==> src/rtl/imem_pkg.sv <==
// Shared types for the instruction-memory loader: FSM state encoding,
// default memory depth, and the registered status/strobe bundle.
// No logic beyond a pure state->flags decode used at state transitions.
package imem_pkg;

  typedef enum logic [2:0] {
    IDLE  = 3'd0,
    HDR   = 3'd1,
    DATA  = 3'd2,
    WRITE = 3'd3,
    DONE  = 3'd4,
    ERR   = 3'd5
  } loader_state_t;

  localparam int IMEM_WORDS_DEFAULT = 64;

  // Registered outputs that are a pure function of the state being entered.
  typedef struct packed {
    logic in_ready;
    logic mem_we;
    logic busy;
    logic cpu_reset;
    logic done;
    logic error;
  } loader_flags_t;

  // Output flags to load alongside the next state, so every output comes
  // straight from a flop rather than from a decode of the state register.
  function automatic loader_flags_t state_flags(input loader_state_t s);
    loader_flags_t f;
    f = '0;
    case (s)
      HDR:   begin f.in_ready = 1'b1; f.busy = 1'b1; f.cpu_reset = 1'b1; end
      DATA:  begin f.in_ready = 1'b1; f.busy = 1'b1; f.cpu_reset = 1'b1; end
      WRITE: begin f.mem_we   = 1'b1; f.busy = 1'b1; f.cpu_reset = 1'b1; end
      DONE:  begin f.done     = 1'b1; end
      ERR:   begin f.error    = 1'b1; f.cpu_reset = 1'b1; end
      default: f = '0;
    endcase
    return f;
  endfunction

endpackage

==> src/rtl/imem_loader.sv <==
// Streams a byte image (1-byte word count header, then little-endian words) into imem.
// Latency: mem_we asserts the cycle after the 4th byte of a word is accepted; 1 word / 5 cycles peak.
// Backpressure: in_ready low outside HDR/DATA (including the single WRITE cycle); in_valid may stall freely.
module imem_loader
  import imem_pkg::*;
#(
  parameter int MEM_WORDS = IMEM_WORDS_DEFAULT
) (
  input  logic        clk,
  input  logic        reset,
  input  logic        start,
  input  logic        in_valid,
  input  logic [7:0]  in_data,
  output logic        in_ready,
  output logic        mem_we,
  output logic [31:0] mem_addr,
  output logic [31:0] mem_wd,
  output logic        cpu_reset,
  output logic        busy,
  output logic        done,
  output logic        error,
  output logic [7:0]  words_loaded
);

  // Header values above this are larger than the target memory.
  localparam logic [8:0] MAX_WORDS = 9'(MEM_WORDS);

  loader_state_t state;
  loader_flags_t flags;
  logic [1:0]    byte_cnt;
  logic [23:0]   shift;     // bytes 0..2 of the word being assembled
  logic [7:0]    n_words;   // word count from the header
  logic          accept;
  logic          hdr_bad;
  logic [31:0]   packed_word;
  logic [7:0]    words_next;

  assign accept      = in_valid && flags.in_ready;
  assign hdr_bad     = (in_data == 8'd0) || ({1'b0, in_data} > MAX_WORDS);
  // Newest byte enters at the top, so after 4 bytes the first one sits in [7:0].
  assign packed_word = {in_data, shift};
  assign words_next  = words_loaded + 8'd1;

  assign in_ready  = flags.in_ready;
  assign mem_we    = flags.mem_we;
  assign busy      = flags.busy;
  assign cpu_reset = flags.cpu_reset;
  assign done      = flags.done;
  assign error     = flags.error;

  // Load-session FSM with byte packer; all outputs registered.
  always_ff @(posedge clk) begin
    if (reset) begin
      state        <= IDLE;
      flags        <= '0;
      byte_cnt     <= '0;
      shift        <= '0;
      n_words      <= '0;
      mem_addr     <= '0;
      mem_wd       <= '0;
      words_loaded <= '0;
    end else begin
      case (state)
        IDLE, DONE, ERR: begin
          if (start) begin
            state        <= HDR;
            flags        <= state_flags(HDR);
            words_loaded <= '0;
            byte_cnt     <= '0;
          end
        end

        HDR: begin
          if (accept) begin
            n_words <= in_data;
            if (hdr_bad) begin
              state <= ERR;
              flags <= state_flags(ERR);
            end else begin
              state <= DATA;
              flags <= state_flags(DATA);
            end
          end
        end

        DATA: begin
          if (accept) begin
            shift    <= packed_word[31:8];
            byte_cnt <= byte_cnt + 2'd1;   // wraps to 0 ready for the next word
            if (byte_cnt == 2'd3) begin
              state    <= WRITE;
              flags    <= state_flags(WRITE);
              mem_addr <= {22'd0, words_loaded, 2'b00};
              mem_wd   <= packed_word;
            end
          end
        end

        WRITE: begin
          words_loaded <= words_next;
          if (words_next == n_words) begin
            state <= DONE;
            flags <= state_flags(DONE);
          end else begin
            state <= DATA;
            flags <= state_flags(DATA);
          end
        end

        default: begin
          state <= IDLE;
          flags <= '0;
        end
      endcase
    end
  end

endmodule

==> config.mk <==
export PLATFORM = sky130hd
export DESIGN_NAME = imem_loader
export DESIGN_NICKNAME = d
export VERILOG_FILES = /design/src/rtl/imem_pkg.sv /design/src/rtl/imem_loader.sv
export SDC_FILE = /design/constraint.sdc
export NUM_CORES = 1
export LEC_CHECK = 0
export BUFFER_PORTS_ARGS = -buffer_cell sky130_fd_sc_hd__buf_2
export CORE_MARGIN = 1
export CORE_UTILIZATION = 58
export DETAILED_ROUTE_END_ITERATION = 10
export PLACE_DENSITY = 0.85
export SYNTH_ARGS = -nofsm -noshare
export SYNTH_HDL_FRONTEND = slang
export SYNTH_SLANG_ARGS = --single-unit
export TNS_END_PERCENT = 100
==> constraint.sdc <==
create_clock -name clk -period 4.45 [get_ports clk]
set_input_delay 0.445 -clock clk [delete_from_list [all_inputs] [get_ports clk]]
set_output_delay 0.445 -clock clk [all_outputs]
set_load 0.1 [all_outputs]
* Word level (Yosys, flattened, before mapping)
Index checks and enable logic that the tools add are counted.
** Storage, ports and cells
- Input bits :: 12
- Output and inout bits :: 78
- Register bits after elaboration :: 91
** Operators by class
- Reduce and logical (&&, ||, !) cells :: 13
- Equality and inequality tests :: 11
- Mux-type cells :: 19
- Add/subtract/negate cells :: 2
- Magnitude comparators :: 1
** Operators with widths (count)
- $mux W6 :: 6
- $pmux W6 S4 :: 1
- $mux W3 :: 6
- $pmux W8 S2 :: 1
- $pmux W3 S4 :: 1
- $add A8 B1 Y8 const B :: 1
- $eq A8 B8 Y1 :: 1
- $gt A8 B7 Y1 const B :: 1
- $logic_not A8 Y1 :: 1
- $mux W8 :: 1
- $ne A2 B2 Y1 const B :: 4
- $eq A3 B2 Y1 const B :: 2
- $eq A3 B3 Y1 const B :: 2
- $reduce_and A2 Y1 :: 3
- $reduce_and A3 Y1 :: 2
- $mux W2 :: 2
- $pmux W2 S2 :: 1
- $reduce_and A4 Y1 :: 1
- $reduce_bool A2 Y1 :: 2
- $eq A3 B1 Y1 const B :: 1
- $logic_not A3 Y1 :: 1
- $reduce_or A3 Y1 :: 1
- $add A2 B1 Y2 const B :: 1
- $eq A2 B2 Y1 const B :: 1
- other kinds (2) :: 2

* Longest topological paths before layout
Gate-level depths: netlist of run 1.
- Depth after elaboration :: 5
- Mapped depth :: 8
- Mapped depth without buffers :: 6

* Least setup slack after synthesis of run 1
Ideal clock, no wire load.
- Path type :: register to register
- Start point :: register words_loaded[0]
- End point :: register flags, in the netlist in_ready
- Setup slack :: 1637 ps
- Data arrival time :: 2693 ps
- Cell stages (with the launch flop) :: 9
- Clock period less this slack :: 2813 ps
- Path buffers :: 2
- Required time :: 4330 ps
- Cell sequence :: dfxtp_1 -> ha_1 -> buf_6 -> nand3_2 -> nor3b_2 -> o22ai_1 -> or4_1 -> buf_2 -> a211o_1
** Between the ends
- Longest elaborated chain between the ends :: 4
** RTL lines
- from (decl) :: line imem_loader.sv:22 : output logic [7:0] words_loaded
- from (signal assigned) :: line imem_loader.sv:100 : words_loaded <= words_next;
- $add A8 B1 Y8 :: line imem_loader.sv:42 : assign words_next = words_loaded + 8'd1;
- $eq A8 B8 Y1 :: line imem_loader.sv:101 : if (words_next == n_words) begin
- $mux W6 :: line imem_loader.sv:101
- $pmux W6 S4 :: line imem_loader.sv:63 : case (state)
- to (signal assigned) :: line imem_loader.sv:67 : flags <= state_flags(HDR);
- to (signal assigned) :: line imem_loader.sv:103 : flags <= state_flags(DONE);
- to (signal assigned) :: line imem_loader.sv:106 : flags <= state_flags(DATA);
- to (decl) :: line imem_loader.sv:29 : loader_flags_t flags;
Every way passes these cells.
A chain may end at the register's enable or synchronous reset.

* Worst setup path after layout of run 1
- Start point :: register state[1]
- End point :: register mem_wd[24]
** Between the ends
- Longest elaborated chain between the ends :: 2
** RTL lines
- from (decl) :: line imem_loader.sv:28 : loader_state_t state;
- from (signal assigned) :: line imem_loader.sv:54 : state <= IDLE;
- from (signal assigned) :: line imem_loader.sv:66 : state <= HDR;
- from (signal assigned) :: line imem_loader.sv:77 : state <= ERR;
- $eq A3 B2 Y1 :: line imem_loader.sv:63
- $reduce_and A3 Y1 (no line)
- to (signal assigned) :: line imem_loader.sv:94 : mem_wd <= packed_word;
- to (decl) :: line imem_loader.sv:17 : output logic [31:0] mem_wd,
Every way passes these cells.

==> results of run 1 <==
through the flow:
step,cells,instance area [µm²]
after floorplan,518,3980
after global placement,607,4090
after detailed placement,607,4090
after CTS,623,4270
after global routing,623,4270
final,623,4270
area by class of cell:
class	instances	share of cell area
Tap cell	77	0.0226
Clock inverter	6	0.0114
Clock buffer	10	0.0299
Inverter	5	0.00440
Timing Repair Buffer	68	0.0815
Multi-Input combinational cell	366	0.423
Sequential cell	91	0.427
worst paths after layout:
path / depth (start not counted) / startpoint / slack [ps] / endpoint
setup / recovery: 6 / state[1] / 1790 / mem_wd[24]
hold / removal: 3 / in_data[4] / 350 / mem_wd[28]
setup reg to reg: 6 / state[1] / 1790 / mem_wd[24]
hold reg to reg: 2 / shift[2] / 450 / mem_wd[2]
worst min-delay path, cell delays in order:
cell and delay, ps:
buf_2 130, nand2_1 60, a21oi_1 50
synth_stat cells (4+ instances only):
| cell | number |
|---|---|
| dfxtp_1 | 91 |
| nand2_1 | 151 |
| nand3b_1 | 4 |
| inv_1 | 5 |
| o21ai_0 | 6 |
| nor2_1 | 21 |
| a21oi_1 | 87 |
| or4_1 | 4 |
| buf_4 | 25 |
| clkbuf_1 | 18 |
| buf_2 | 8 |
| xnor2_1 | 6 |
| nand3_1 | 5 |
| xor2_1 | 5 |
kinds of logic (layout without fill, tap and decap cells):
logic type / after synthesis / after routing / synth area share
AOI/OAI and AO/OA: 119 / 119 / 0.173
xor gates and xnor gates: 11 / 11 / 0.0247
adders and majority gates: 2 / 2 / 0.00642
buffers and inverters: 61 / 89 / 0.0912
DFF: 91 / 91 / 0.468
muxes: 1 / 1 / 0.00257
other: 1 / 24 / 0.000962
and+or+nand+nor: 209 / 209 / 0.234
power by group:
| group | leakage, nW | internal (mW) | switching (mW) | total (mW) |
|---|---|---|---|---|
| logic | 0.854 | 0.0732 | 0.300 | 0.373 |
| clock network | 0.0912 | 0.209 | 0.309 | 0.518 |
| registers | 0.734 | 0.837 | 0.0331 | 0.870 |
per-layer routing:
metal / up-vias / routed length (µm)
met1: 1570 / 3830
li1: 1688 / -
met4: 0 / 205
met2: 143 / 3960
met5: - / 0
met3: 18 / 535
flip-flops by register name, summed over array words and instances, names as in the netlist:
name,flops
cpu_reset,1
mem_we,1
mem_addr,8
error,1
n_words,8
busy,1
in_ready,1
words_loaded,8
mem_wd,32
shift,24
done,1
state,3
byte_cnt,2
==> results.ini, run 1 <==
[route]
drt_iter0_drc=210
ant_nets=0
vias=3419
wl_mm=8.53
routedWlPerCell_um=13.7
vias_per_cell=5.49
drc_errors=18
drt_pass1_iterations=9

[yosys]
yosysTopAreaCellShare=0.468
yosysUniqueCellTypes=51
ys_async_sr_fraction=0
synthCells=495
yosys.area.top_type=dfxtp_1
postSynthAreaPerCell_um2=7.87
syn_area_um2=3900
yosys_most_used_dff=dfxtp_1
ys.warnings.count=0
synth_seq_cells=91
ys_top_cells_by_area=dfxtp_1, nand2_1, a21oi_1
synth_edf_count=0
ys_seq_area_frac=0.468

[global_routing]
grt_max_degree=59
grt_overflow=0
antenna_found_initial=0
grt_pass1_vias=3064
grt_usage=0.249
grt.busiest_layer=met2
grt_pass1_wl_mm=13.9
met1_usage=0.316
grtUsageMet2=0.398
grt_use_met3=0.0584

[layout]
drive_above_1_share=0.165
fillers=540
final_common_cell=nand2_1
regArea_um2=1820
nNetsFinal=555
mostFrequentLayoutCells=nand2_1, dfxtp_1, a21oi_1
syn_to_final_growth_pct=9.51
diodes=0
post-route-util=0.664
multi_input_area_um2=1810

[place]
place.port_buffers=65
pre_cts_ws_ps=1810
place_congestion=0.893
hpwl_mm=5.78

[worst_setup_path]
crit_top_cell=nand2_1
setup.worst_path.end_class=flip-flop
crit_fanout=26
cp_slowest_cell=dfxtp_1
crit_chain=or3b_1 -> nor2_4 -> nand2_1 -> buf_4 -> nand2_1 -> a21oi_1
cpPeakStageDelay_ps=590
path_delay_family=simple AND/OR/NAND/NOR gates
required_ps=4670
path_buf_inv=1
cp.arrival_ps=2880
start_kind=flip-flop
crit_type=reg -> reg

[flow_run]
maxCapViolations=0

[sta]
slew_viol_final=0
fin_tns_setup_ps=0
setup_viol=0
worst_pin_slew_ps=1040
period_minus_slack_ps=2660
timing.final.crit_share=0.599
hold_ws_ps=351
rsz0062_at_grt=no
setup_slack_ps=1790
fmax_ghz=0.375
hold_viol_final=0
finClkSkew_ps=8.50
max-slew-margin-rel=0.299

[floorplanning]
fp.dieH_um=84.0
initial_core_util=0.607
die_area_um2=7050
io_pins=90
dieWidth_um=84.0
core_um2=6420
rows=29

[hold_path]
hp-class=in -> reg

[clock_tree]
post_cts_buffers=0
numCtsBuffers=9
cts_hold_buf=0
path_clk_slew_ps=90
h-tree-depth=3
numClockSinks=91
cts_buffer_depth=2
worstSkewPairLatency_ps=370
clockRootBuffer=clkbuf_8
cts_tree=yes
post_cts_resized=0

[run_status]
status=finished, violations left
violations=DRC

[power_and_ir_drop]
p_leak_nw=1.68
irDropWorstVdd_mv=0.219
power_mw=1.76
p_per_area_nw_per_um2=413

No activity file was read; power rests on OpenSTA's default activity.
==> run 2: changes to the inputs <==
- CORE_UTILIZATION: 58 -> 48
- PLACE_DENSITY: 0.85 -> 0.75
- clock period: 4.45 -> 2.2 ns (I/O delays scaled with it)
==> run 2 against run 1 <==
  * The run now ends clean
  * First-iteration DRC count up 17%
  * Register-to-register slack got worse by 1700 ps
  * Worst setup slack worse by 1700 ps
  * Sequential power increased by 100%
  * Die area increased by 20%
  * Fmax increased by 27%
  * Cell count increased by 5.3%
  * Wire length is 3.0% higher
  * Highest routed layer unchanged
==> results.ini, run 2 (same netlist as run 1, synthesis figures left out) <==
[place]
pre_cts_ws_ps=139
place.port_buffers=65
place_congestion=0.865
dpl-instance-area_um2=4230
hpwl_mm=6.01

[worst_setup_path]
crit_fanout=8
path_buf_inv=0
setup.worst_path.end_class=flip-flop
startpoint=words_loaded[0]
crit_type=reg -> reg
crit_chain=ha_4 -> and3_4 -> a31oi_1 -> o22ai_1 -> or4_1 -> a211o_1
timing.rr.start=words_loaded[0]
cp_slowest_cell=or4_1
cp.arrival_ps=2360
cpPeakStageDelay_ps=650
path_delay_family=simple AND/OR/NAND/NOR gates
start_kind=flip-flop
required_ps=2450

[floorplanning]
fp.dieH_um=92.1
rows=32
io_pins=90
initial_core_util=0.499
dieWidth_um=92.1
core_um2=7810
die_area_um2=8480

[sta]
fin_tns_setup_ps=0
timing.final.crit_share=0.955
period_minus_slack_ps=2100
finClkSkew_ps=10.0
rsz0062_at_grt=no
hold_viol_final=0
setup_slack_ps=99.1
slew_viol_final=0
fmax_ghz=0.476
setup_viol=0
hold_ws_ps=134

[route]
routedWlPerCell_um=13.4
vias_per_cell=5.19
drt_pass1_iterations=5
drt_iter0_drc=245
drc_errors=0
ant_nets=0
wl_mm=8.79
vias=3404

[power_and_ir_drop]
power_mw=3.72
p_leak_nw=1.73
irDropWorstVdd_mv=0.442
p_per_area_nw_per_um2=840

[clock_tree]
path_clk_slew_ps=100
clockRootBuffer=clkbuf_8
h-tree-depth=3
cts_buffer_depth=2
cts_hold_buf=0
post_cts_buffers=0
numClockSinks=91
post_cts_resized=0
cts_tree=yes
numCtsBuffers=9
worstSkewPairLatency_ps=350

[hold_path]
hp-class=in -> reg
min_from=in_data[3]

[layout]
drive_above_1_share=0.195
regMostFlops=mem_wd
fillers=740
final_common_cell=nand2_1
syn_to_final_growth_pct=13.6
regArea_um2=1840
reg_top3=mem_wd x32, shift x24
nNetsFinal=563
mostFrequentLayoutCells=nand2_1, a21oi_1, dfxtp_1
diodes=0
largest_register_ffs=32
final_area_um2=4430
multi_input_area_um2=1820

[global_routing]
grt_max_degree=71
grt_usage=0.212
grt_overflow=0
antenna_found_initial=0
grt_pass1_wl_mm=14.3
grt_pass1_vias=3085

[flow_run]
maxCapViolations=0

[run_status]
status=finished clean

[run 2: cell types whose count changed in the layout (fill, tap and decap cells not counted), moves of 3 or more]
cell	previous run	this run
buf_4	3	10
clkinv_4	3	0
dfxtp_1	91	82
dfxtp_2	0	5
dfxtp_4	0	4
[run 2: worst min-delay path, cell delays in order]
cell     delay [ps]
buf_2           120
nand2_1          50
a21oi_1          50
[run 2: layout make-up]
| cell class | count | area share |
|---|---|---|
| flip-flops and latches | 91 | 0.416 |
| inverters | 5 | 0.00424 |
| clock buffers | 10 | 0.0288 |
| repair buffers | 76 | 0.0950 |
| clock inverters | 6 | 0.0161 |
| multi-input cells | 366 | 0.411 |
| well taps | 102 | 0.0288 |
[run 2: worst paths after layout]
kind / endpoint / slack, ps / cells after the start
worst max-delay path: in_ready / 100 / 6
worst min-delay path: shift[19] / 130 / 3
worst max register to register: in_ready / 100 / 6
worst min register to register: mem_wd[0] / 450 / 2
[run 2: where the power goes]
part / total, mW / internal [mW] / switching [mW]
sequential: 1.76 / 1.69 / 0.0640
clock: 1.16 / 0.540 / 0.616
combinational: 0.809 / 0.194 / 0.616
total: 3.72 / 2.43 / 1.30
[run 2: routing by layer]
metal  part of all wire  vias up  GRT usage  wire length (µm)
li1                   -     1704          -                 -
met1               0.46     1574      0.271              4010
met2               0.47      117      0.347              4170
met3              0.058        9     0.0464               514
met4              0.010        0     0.0820                91
met5                  0        -          0                 0
[run 2: through the flow]
step,utilization,std cells
floorplan,-,518
global placement,0.542,640
detailed placement,0.542,640
CTS,0.567,656
global route,0.567,656
finish,0.567,656
==> run 3: changes to the inputs <==
- PLACE_DENSITY: 0.75 -> 0.74
==> run 3 against run 2 <==
  * Highest routed layer unchanged
  * Largest power group unchanged
  * Sequential power hardly changed
  * Critical endpoint unchanged
  * Final area is 0.90% higher
  * Clock-buffer cell count is 3 higher
  * Cell count stayed put
  * Sequential share of layout area is 0.37 points lower
==> results.ini, run 3 (same netlist as run 1, synthesis figures left out) <==
[run_status]
status=finished clean

[layout]
largest_register_ffs=32
regMostFlops=mem_wd
nNetsFinal=563
fillers=734
drive_above_1_share=0.195
regArea_um2=1840
syn_to_final_growth_pct=14.6
final_common_cell=nand2_1
post-route-util=0.572
multi_input_area_um2=1820
mostFrequentLayoutCells=nand2_1, a21oi_1, dfxtp_1
reg_top3=mem_wd x32, shift x24
diodes=0

[route]
drt_pass1_iterations=5
drc_errors=0
vias=3416
ant_nets=0
vias_per_cell=5.21
wl_mm=8.67
routedWlPerCell_um=13.2
drt_iter0_drc=239

[power_and_ir_drop]
seqPwrFrac=0.467
comb_power_share=0.218
internal_power_mw=2.47
p_clk_frac=0.315
irDropWorstVdd_mv=0.421
p_leak_nw=1.75
p_sw_frac=0.341
p_per_area_nw_per_um2=840
switching_power_mw=1.28

[floorplanning]
core_um2=7810
io_pins=90
dieWidth_um=92.1
rows=32
initial_core_util=0.499
fp.dieH_um=92.1
die_area_um2=8480

[clock_tree]
numClockSinks=91
clockRootBuffer=clkbuf_8
cts_tree=yes
cts_buffer_depth=2
h-tree-depth=3
path_clk_slew_ps=90
post_cts_buffers=0
worstSkewPairLatency_ps=360
post_cts_resized=0
cts_hold_buf=0
numCtsBuffers=9

[sta]
setup_slack_ps=91.8
slew_viol_final=0
period_minus_slack_ps=2110
max-slew-margin-rel=0.660
finClkSkew_ps=15.3
hold_viol_final=0
fmax_ghz=0.474
setup_viol=0
timing.final.crit_share=0.958
fin_tns_setup_ps=0
worst_pin_slew_ps=510
rsz0062_at_grt=no

[place]
place.port_buffers=65
pre_cts_ws_ps=120
place_congestion=0.833
hpwl_mm=5.95

[worst_setup_path]
cp_slowest_cell=or4_1
crit_type=reg -> reg
cpPeakStageDelay_ps=650
setup.worst_path.end_class=flip-flop
crit_cells=6
path_buf_inv=0
required_ps=2450
start_kind=flip-flop
cp.arrival_ps=2360
path_delay_family=simple AND/OR/NAND/NOR gates
crit_chain=ha_4 -> and3_4 -> a31oi_1 -> o22ai_1 -> or4_1 -> a211o_1
r2r_cells=6
crit_fanout=8

[hold_path]
hp-class=in -> reg
holdPathStages=3

[flow_run]
maxCapViolations=0

[global_routing]
grt_overflow=0
antenna_found_initial=0
grt_pass1_wl_mm=14.3
grt_pass1_vias=2991
grt_max_degree=44
grt_usage=0.212

[run 3: cell count changes in the layout (fill, tap and decap cells not counted), sizes merged]
cell and change:
clkbuf +3, clkinvlp -1, bufinv -1, inv -1
[run 3: final timing paths]
path                                      start    endpoint  slack [ps]
worst min-delay path                 in_data[3]  mem_wd[27]         140
worst max-delay path            words_loaded[0]    in_ready          90
worst min register to register        mem_wd[7]   mem_wd[7]         460
worst max register to register  words_loaded[0]    in_ready          90
[run 3: cell type report]
| type | instances | area share |
|---|---|---|
| Timing Repair Buffer | 76 | 0.0997 |
| Sequential cell | 91 | 0.413 |
| Inverter | 5 | 0.00420 |
| Multi-Input combinational cell | 366 | 0.407 |
| Tap cell | 102 | 0.0286 |
| Clock buffer | 13 | 0.0429 |
| Clock inverter | 3 | 0.00504 |
[run 3: layer usage]
metal,vias up,track usage,wire length (µm)
met1,1592,0.286,3980
li1,1705,-,-
met2,105,0.331,4100
met3,14,0.0423,439
met5,-,0,0
met4,0,0.0859,153
[run 3: power groups by stage]
stage / clock network [mW] / registers [mW] / logic (mW)
floorplan: 0 / 1.93 / 0.532
global placement: 0 / 1.79 / 0.796
detailed placement: 0 / 1.79 / 0.812
CTS: 1.20 / 1.75 / 0.816
global route: 1.27 / 1.76 / 0.866
finish: 1.18 / 1.75 / 0.820
[run 3: worst reg2reg max path: cells and delay by family, from the launching register on]
| family | cells | cell delay, ps |
|---|---|---|
| AO/OA/AOI/OAI | 3 | 590 |
| adder cells (fa/ha/maj) | 1 | 200 |
| flip-flops | 1 | 390 |
| AND/OR/NAND/NOR | 2 | 840 |
[run 3: stage by stage]
| stage | area, µm² | total power [mW] | cells | hold WS [ps] |
|---|---|---|---|---|
| 2_1_floorplan | 4020 | 2.46 | 518 | 356 |
| 4_1_cts | 4470 | 3.77 | 656 | 126 |
| 3_3_place_gp | 4250 | 2.58 | 640 | 438 |
| 3_5_place_dp | 4250 | 2.60 | 640 | 444 |
| 6_report | 4470 | 3.75 | 656 | 138 |
| 5_1_grt | 4470 | 3.90 | 656 | 138 |
